===== src/rtl/rob_multi.sv =====
// rob_multi: multi-slot reorder buffer with in-order retire, exception self-flush and explicit flush
module rob_multi #(
    parameter int DEPTH    = 16,
    parameter int ALLOC_W  = 2,
    parameter int RETIRE_W = 2,
    parameter int CMPL_W   = 2,
    localparam int TAG_W   = $clog2(DEPTH)
) (
    input  logic                    clk,
    input  logic                    resetn,
    input  logic                    flush,
    input  logic [ALLOC_W-1:0]      alloc_valid,
    input  logic [ALLOC_W*5-1:0]    alloc_dst,
    input  logic [ALLOC_W*32-1:0]   alloc_pc,
    output logic                    alloc_ready,
    output logic [ALLOC_W*TAG_W-1:0] alloc_tag,
    input  logic [CMPL_W-1:0]       cmpl_valid,
    input  logic [CMPL_W*TAG_W-1:0] cmpl_tag,
    input  logic [CMPL_W*32-1:0]    cmpl_data,
    input  logic [CMPL_W-1:0]       cmpl_exc,
    output logic [RETIRE_W-1:0]     retire_valid,
    output logic [RETIRE_W*5-1:0]   retire_dst,
    output logic [RETIRE_W*32-1:0]  retire_data,
    output logic [RETIRE_W*32-1:0]  retire_pc,
    output logic                    exc_valid,
    output logic [31:0]             exc_pc,
    output logic [TAG_W:0]          count
);
    logic [TAG_W:0]       r_head, r_tail;
    logic [DEPTH-1:0]     r_valid, r_done, r_exc;
    logic [4:0]           r_dst  [DEPTH];
    logic [31:0]          r_pc   [DEPTH];
    logic [31:0]          r_data [DEPTH];
    logic [TAG_W:0]       w_count, w_alloc_n, w_ret_n;
    logic [TAG_W-1:0]     w_alloc_idx [ALLOC_W];
    logic [TAG_W-1:0]     w_ret_idx   [RETIRE_W];
    logic                 w_live, w_do_alloc, w_run, w_exc_hit;
    logic [31:0]          w_exc_pc;

    assign w_count     = r_tail - r_head;
    assign count       = w_count;
    assign alloc_ready = (DEPTH - int'(w_count)) >= ALLOC_W;
    assign w_live      = resetn && !flush;
    assign w_do_alloc  = alloc_ready && !flush;
    assign exc_valid   = w_exc_hit && w_live;
    assign exc_pc      = exc_valid ? w_exc_pc : '0;

    // valid slots take consecutive tags from the tail, skipping idle slots
    always_comb begin
        w_alloc_n = '0;
        alloc_tag = '0;
        for (int i = 0; i < ALLOC_W; i++) begin
            w_alloc_idx[i] = r_tail[TAG_W-1:0] + w_alloc_n[TAG_W-1:0];
            alloc_tag[i*TAG_W +: TAG_W] = resetn ? w_alloc_idx[i] : TAG_W'(i);
            w_alloc_n = w_alloc_n + (TAG_W+1)'(alloc_valid[i]);
        end
    end

    always_comb begin
        w_run        = 1'b1;
        w_exc_hit    = 1'b0;
        w_exc_pc     = '0;
        w_ret_n      = '0;
        retire_valid = '0;
        retire_dst   = '0;
        retire_data  = '0;
        retire_pc    = '0;
        for (int i = 0; i < RETIRE_W; i++) begin
            w_ret_idx[i] = r_head[TAG_W-1:0] + TAG_W'(i);
            retire_dst[i*5 +: 5]   = r_dst[w_ret_idx[i]];
            retire_data[i*32 +: 32] = r_data[w_ret_idx[i]];
            retire_pc[i*32 +: 32]  = r_pc[w_ret_idx[i]];
            if (w_run && r_valid[w_ret_idx[i]] && r_done[w_ret_idx[i]] && r_exc[w_ret_idx[i]]) begin
                w_exc_hit = 1'b1;
                w_exc_pc  = r_pc[w_ret_idx[i]];
            end
            w_run = w_run && r_valid[w_ret_idx[i]] && r_done[w_ret_idx[i]] && !r_exc[w_ret_idx[i]];
            retire_valid[i] = w_run && w_live;
            w_ret_n = w_ret_n + (TAG_W+1)'(retire_valid[i]);
        end
    end

    always_ff @(posedge clk or negedge resetn) begin
        if (!resetn) begin
            r_head  <= '0;
            r_tail  <= '0;
            r_valid <= '0;
            r_done  <= '0;
            r_exc   <= '0;
        end else if (flush || exc_valid) begin
            r_head  <= '0;
            r_tail  <= '0;
            r_valid <= '0;
            r_done  <= '0;
            r_exc   <= '0;
        end else begin
            // ascending port order lets the higher port win on a shared tag
            for (int p = 0; p < CMPL_W; p++) begin
                if (cmpl_valid[p] && r_valid[cmpl_tag[p*TAG_W +: TAG_W]]) begin
                    r_done[cmpl_tag[p*TAG_W +: TAG_W]] <= 1'b1;
                    r_exc[cmpl_tag[p*TAG_W +: TAG_W]]  <= r_exc[cmpl_tag[p*TAG_W +: TAG_W]] | cmpl_exc[p];
                end
            end
            for (int i = 0; i < RETIRE_W; i++) begin
                if (retire_valid[i])
                    r_valid[w_ret_idx[i]] <= 1'b0;
            end
            for (int i = 0; i < ALLOC_W; i++) begin
                if (w_do_alloc && alloc_valid[i]) begin
                    r_valid[w_alloc_idx[i]] <= 1'b1;
                    r_done[w_alloc_idx[i]]  <= 1'b0;
                    r_exc[w_alloc_idx[i]]   <= 1'b0;
                end
            end
            r_head <= r_head + w_ret_n;
            r_tail <= r_tail + (w_do_alloc ? w_alloc_n : '0);
        end
    end

    always_ff @(posedge clk) begin
        for (int p = 0; p < CMPL_W; p++) begin
            if (cmpl_valid[p] && r_valid[cmpl_tag[p*TAG_W +: TAG_W]])
                r_data[cmpl_tag[p*TAG_W +: TAG_W]] <= cmpl_data[p*32 +: 32];
        end
        for (int i = 0; i < ALLOC_W; i++) begin
            if (w_do_alloc && alloc_valid[i]) begin
                r_dst[w_alloc_idx[i]] <= alloc_dst[i*5 +: 5];
                r_pc[w_alloc_idx[i]]  <= alloc_pc[i*32 +: 32];
            end
        end
    end
endmodule

===== config.mk =====
export PLATFORM = sky130hd
export DESIGN_NAME = rob_multi
export DESIGN_NICKNAME = d
export VERILOG_FILES = /design/src/rtl/rob_multi.sv
export SDC_FILE = /design/constraint.sdc
export NUM_CORES = 2
export LEC_CHECK = 0
export BUFFER_PORTS_ARGS = -buffer_cell sky130_fd_sc_hd__buf_2
export CORE_MARGIN = 5
export CORE_UTILIZATION = 35
export CTS_CLUSTER_SIZE = 10
export DETAILED_ROUTE_END_ITERATION = 7
export PLACE_DENSITY_LB_ADDON = 0.1
export SYNTH_ARGS = -nofsm -noshare
export SYNTH_HDL_FRONTEND = slang
export SYNTH_SLANG_ARGS = --single-unit

===== constraint.sdc =====
create_clock -name clk -period 15.7 [get_ports clk]
set_clock_uncertainty 0.1 [all_clocks]
set_input_delay 1.57 -clock clk [delete_from_list [all_inputs] [get_ports clk]]
set_output_delay 1.57 -clock clk [all_outputs]
set_load 0.01 [all_outputs]

# Yosys cells after proc, flatten, opt, wreduce, memory -nomap -nowiden
# Memories as Yosys holds them, arrays and structs flattened.
# Index checks and enable logic that the tools add are counted.
# totals
register_bits	58
latch_bits	0
ramBits	1104
romBits	0
output_inout_bits	187
elab_cells	147
mem_count	3
# op_classes
add_sub_neg	8
mul	0
n_div	0
n_lt_le_gt_ge	13
eq_ne	0
n_shift	0
n_mux	76
bitwise_logic	16
n_reduce_logical	26
# mem_list
name	depth	word_bits	read_ports	rd_clocked_by_memory_dff	write_ports	line	source
r_data	16	32	2	0	2	33	logic [31:0] r_data [DEPTH];
r_pc	16	32	2	0	2	32	logic [31:0] r_pc [DEPTH];
r_dst	16	5	2	0	2	31	logic [4:0] r_dst [DEPTH];
# ops
op	count
16-bit two-way mux	24
16-bit bitwise AND	6
32-bit two-way mux	3
16-bit NOT	4
16-bit OR	4
1-bit binary-select mux with 4-bit select	10
16-bit bitwise mux	2
4-bit by 5-bit less-than comparator with 1-bit output, second input constant	6
1-bit two-way mux	26
1-bit demux with 4-bit select	6
4-bit by 1-bit greater-or-equal comparator with 1-bit output, second input constant	6
1-bit logical AND	22
5-bit by 2-bit adder with 5-bit output	2
5-bit two-way mux	2
4-bit two-way mux	2
6-bit by 3-bit greater-or-equal comparator with 1-bit output, second input constant	1
5-bit by 5-bit subtractor with 6-bit output, first input constant	1
5-bit subtractor	1
1-bit by 1-bit adder with 2-bit output	2
4-bit by 1-bit adder with 4-bit output	1
4-bit by 1-bit adder with 4-bit output, second input constant	1
1-bit zero test	3
2-bit two-way mux	1
1-bit OR	2
1-bit logical OR	1

# Depth between registers and ports, before layout
# depth
word_depth	20
depth_mapped	22
depth_no_buf	16

# Worst setup path before layout
# No wires, ideal clock.
# synth_timing
kind	reg2out
startpoint	register r_head[1]
endpoint	output port retire_data[32]
t_arrival_ps	4411
required_ps	14030
setup_slack_ps	9619
stages_incl_launch_ff	16
n_path_buf	11
path_cell_list	dfrtp_1 -> buf_4 -> buf_4 -> buf_2 -> buf_2 -> buf_1 -> inv_1 -> ha_1 -> buf_2 -> buf_2 -> buf_2 -> clkbuf_1 -> clkbuf_1 -> buf_1 -> mux4_2 -> mux4_2
# synth_between
elab_chain_len	2
# synth_rtl
item	line	source
start, declared	29	logic [TAG_W:0] r_head, r_tail;
start signal, assigned	115	r_head <= r_head + w_ret_n;
4-bit by 1-bit adder with 4-bit output	69	w_ret_idx[i] = r_head[TAG_W-1:0] + TAG_W'(i);
memory read 16 x 32 bit	--	
end, declared	23	output logic [RETIRE_W*32-1:0] retire_data,
# Every way passes these cells.

# Final worst setup path
# layout_timing
startpoint	register r_head[0]
endpoint	output port retire_data[34]
# Same word-level chain as after synthesis.

==> summary.md <==
| Metric | Value |
|---|---|
| Synth Area in Simple Gates | 0.0222 |
| CTS Sinks | 1162 |
| Drt wl/cell | 36.3 µm |
| CP delay by family, top | buffers and inverters |
| Die area | 206000 µm² |
| Core area | 197000 µm² |
| Clock Path Buffers | 3 |
| Synth Net Count | 4159 |
| Clk root buf | clkbuf_16 |
| Unrepaired setup endpoints after global routing | no |
| Post-CTS Resized | 0 |
| Hold_buf cts | 0 |
| Setup violators final | 0 |
| Dpl ws | 7.25 ns |
| Die span in x | 454 µm |
| Nets@finish | 4293 |
| Slowest cell on the critical path | buf_4 |
| # fillers | 17900 |
| Post-synthesis mux area share | 0.424 |
| HPWL after DPL | 133000 µm |
| Initial DRC Count | 3503 |
| H-tree Lvls | 4 |
| Crit-path cells | inv_1 > ha_4 > buf_4 > buf_4 > buf_4 > buf_4 > mux4_2 > mux4_2 > buf_2 |
| Critical Path Sink Type | output pin |
| Startpoint Class | register |
| Final Critical Period | 9.24 ns |
| Synth Area in XOR/XNOR | 0.00203 |
| Hold WC Path Type | reg -> reg |
| Ys async rst share | 0.0499 |
| Total wire length | 250000 µm |
| Register bit total from synthesis | 1162 |
| Register area share after synthesis | 0.501 |
| Total GRT Usage | 0.239 |
| Max rail drop VDD | 0.0956 mV |
| Pwr dens | 99.3 nW/µm² |
| Die Y | 454 µm |
| R2R Path Start | r_head[0] |
| Fin. Hold Viols | 0 |
| Synth Instances | 3985 |
| Max-Cap Viols | 0 |
| Syn_area_per_cell | 17.3 µm² |
| Area post-placement | 73300 µm² |
| Netlist cell types | 82 |
| Status | completed |
| IO buf count | 341 |
| Critical Path RT | 14.03 ns |
| Worst setup path end | retire_data[34] |
| Worst Max-Slew Pin Slew | 1.25 ns |
| Mapped cell area | 69100 µm² |
| Largest net degree at the start of global routing | 147 |
| R2r setup slk | 9.32 ns |
| Io pins | 342 |
| FMAX | 0.108 GHz |
| Layout cell share with drive strength beyond 1 | 0.599 |
| Most frequent cells in the layout | edfxtp_1, mux2_2, mux4_2, buf_2, clkbuf_16 |
| CTS tree | built |
| Clk Latency, worst-skew pair | 0.81 ns |
| CP bufs+invs | 6 |
| Worst Setup Slack, final | 6.46 ns |
| Arr. time, crit path | 7.57 ns |
| Gr ovfl total | 0 |
| CP Class | reg -> out |
| Max incr delay on CP | 0.96 ns |
| Clk slew on worst S/H paths | 0.06 ns |
| First-pass GRT wire length | 350000 µm |
| Area grow syn2layout | 12.8% |
| Setup TNS | 0 ns |
| Avg Vias per Cell | 6.00 |
| Post-synth EDFFs | 1104 |
| Crit path launch | r_head[0] |
| Initial antenna violation count | 53 |
| Worst hold margin | 0.468 ns |
| ANT nets after route | 0 |
| Number of core rows | 163 |
| Syn. warnings | 0 |
| Worst-path fanout max | 65 |
| Number of global-route vias before repair | 43300 |
| LEAKAGE | 24.8 nW |
| Final Instance Area | 78000 µm² |
| Reg-to-reg endpoint | r_head[4] |
| Most frequent CP cell | buf_4 |
| Initial Util | 0.351 |
| Slew Limit Fails | 0 |
| Main combinational cell family by area after synthesis | multiplexers |
| GPL Wtd Cong | 0.820 |
| Top_reg_cell synth | edfxtp_1 |
| Adder-Cell Fraction of Synth Area | 0.00377 |
| Drt drc | 0 |
| Post-synthesis compound-gate area fraction | 0.0167 |
| Final Cycle Share | 0.588 |
| Routed via count | 41300 |
| Worst Reg-to-Reg Cells | 13 |
| Commonest non-fill, non-tap cell in the layout | edfxtp_1 |
| Crit path depth | 9 |
| Cts bufs inserted | 148 |
| Post-CTS Repair Setup Buffers | 0 |
| Max transition margin | 0.164 |
| DR pass1 iterations | 6 |
## registers in the layout (all words and copies together), names as in the netlist
name	cells
r_data	512
r_done	16
r_exc	16
r_pc	512
r_dst	80
r_head	5
r_valid	16
r_tail	5
## report_power, final
part / leakage, nW / switching [W] / internal, W
logic: 11.8 / 0.000518 / 0.000359
registers: 10.7 / 0.0000546 / 0.00351
clock network: 2.20 / 0.00143 / 0.00187
## per-layer routing
| layer | vias up | track usage | share of wire |
|---|---|---|---|
| met2 | 1315 | 0.426 | 0.52 |
| met5 | - | 0 | 0.00038 |
| met1 | 22700 | 0.298 | 0.40 |
| met3 | 411 | 0.0355 | 0.047 |
| li1 | 16900 | - | - |
| met4 | 14 | 0.0831 | 0.035 |
## cell type report
type                    instances  area, µm²  share of cell area
clock inverters                44        566             0.00725
diodes                         24       60.1            0.000770
flip-flops and latches       1162      34600               0.444
multi-input cells            2351      32900               0.422
well taps                    2640       3300              0.0424
inverters                      27        118             0.00151
clock buffers                 210       4010              0.0514
repair buffers                429       2400              0.0308
## how the worst min path moves through the flow
stage	startpoint	to	slack [ns]	cells after the start
after global routing	r_done[9]	r_done[9]	0.51	2
after global placement	r_tail[4]	r_tail[4]	0.45	2
after floorplan	r_head[4]	r_head[4]	0.42	2
final	r_tail[4]	r_tail[4]	0.47	2
after CTS	r_tail[4]	r_tail[4]	0.47	2
after detailed placement	r_tail[4]	r_tail[4]	0.46	2
## tightest hold or removal path, cell delays in order, from the launching register on
cell     delay (ns)
dfrtp_1        0.37
xor2_1         0.07
nor2_1         0.08
## Yosys cell counts, drive strengths merged, types with 5 or more instances
library cell | instances | share of area
o211a | 5 | 0.00072
xor2 | 7 | 0.00089
nor2b | 10 | 0.00091
a21oi | 10 | 0.00078
nor4 | 9 | 0.0015
and3 | 8 | 0.00072
mux4 | 716 | 0.23
clkbuf | 248 | 0.013
a22oi | 35 | 0.0038
dfrtp | 58 | 0.021
nor3b | 6 | 0.00072
a32oi | 6 | 0.00076
buf | 197 | 0.016
o21a | 15 | 0.0016
xnor2 | 9 | 0.0011
nor3 | 38 | 0.0029
o211ai | 8 | 0.00087
edfxtp | 1104 | 0.48
mux2 | 1121 | 0.19
mux2i | 30 | 0.0043
nand2 | 56 | 0.0030
and2 | 14 | 0.0013
ha | 16 | 0.0029
nand2b | 11 | 0.0010
nor2 | 90 | 0.0049
inv | 26 | 0.0014
o21ai | 30 | 0.0022
nand4 | 5 | 0.00081
nand3 | 34 | 0.0025
## cells by family (layout without fill, tap and decap cells)
| group | count (synthesis) | after routing |
|---|---|---|
| mux | 1867 | 1867 |
| flops | 1162 | 1162 |
| buf+inv | 472 | 710 |
| simple gates | 298 | 298 |
| compound gates | 151 | 151 |
| fa+ha+maj | 19 | 19 |
| xor+xnor | 16 | 16 |
| other cells | 0 | 24 |
## metrics by stage
step | total power [W] | util | std cells
after global routing | 0.00801 | 0.396 | 6877
after detailed placement | 0.00452 | 0.373 | 6609
after global placement | 0.00451 | 0.373 | 6609
final | 0.00774 | 0.396 | 6887
after floorplan | 0.00414 | - | 3985
after CTS | 0.00783 | 0.396 | 6863
No activity file was read; power rests on OpenSTA's default activity.
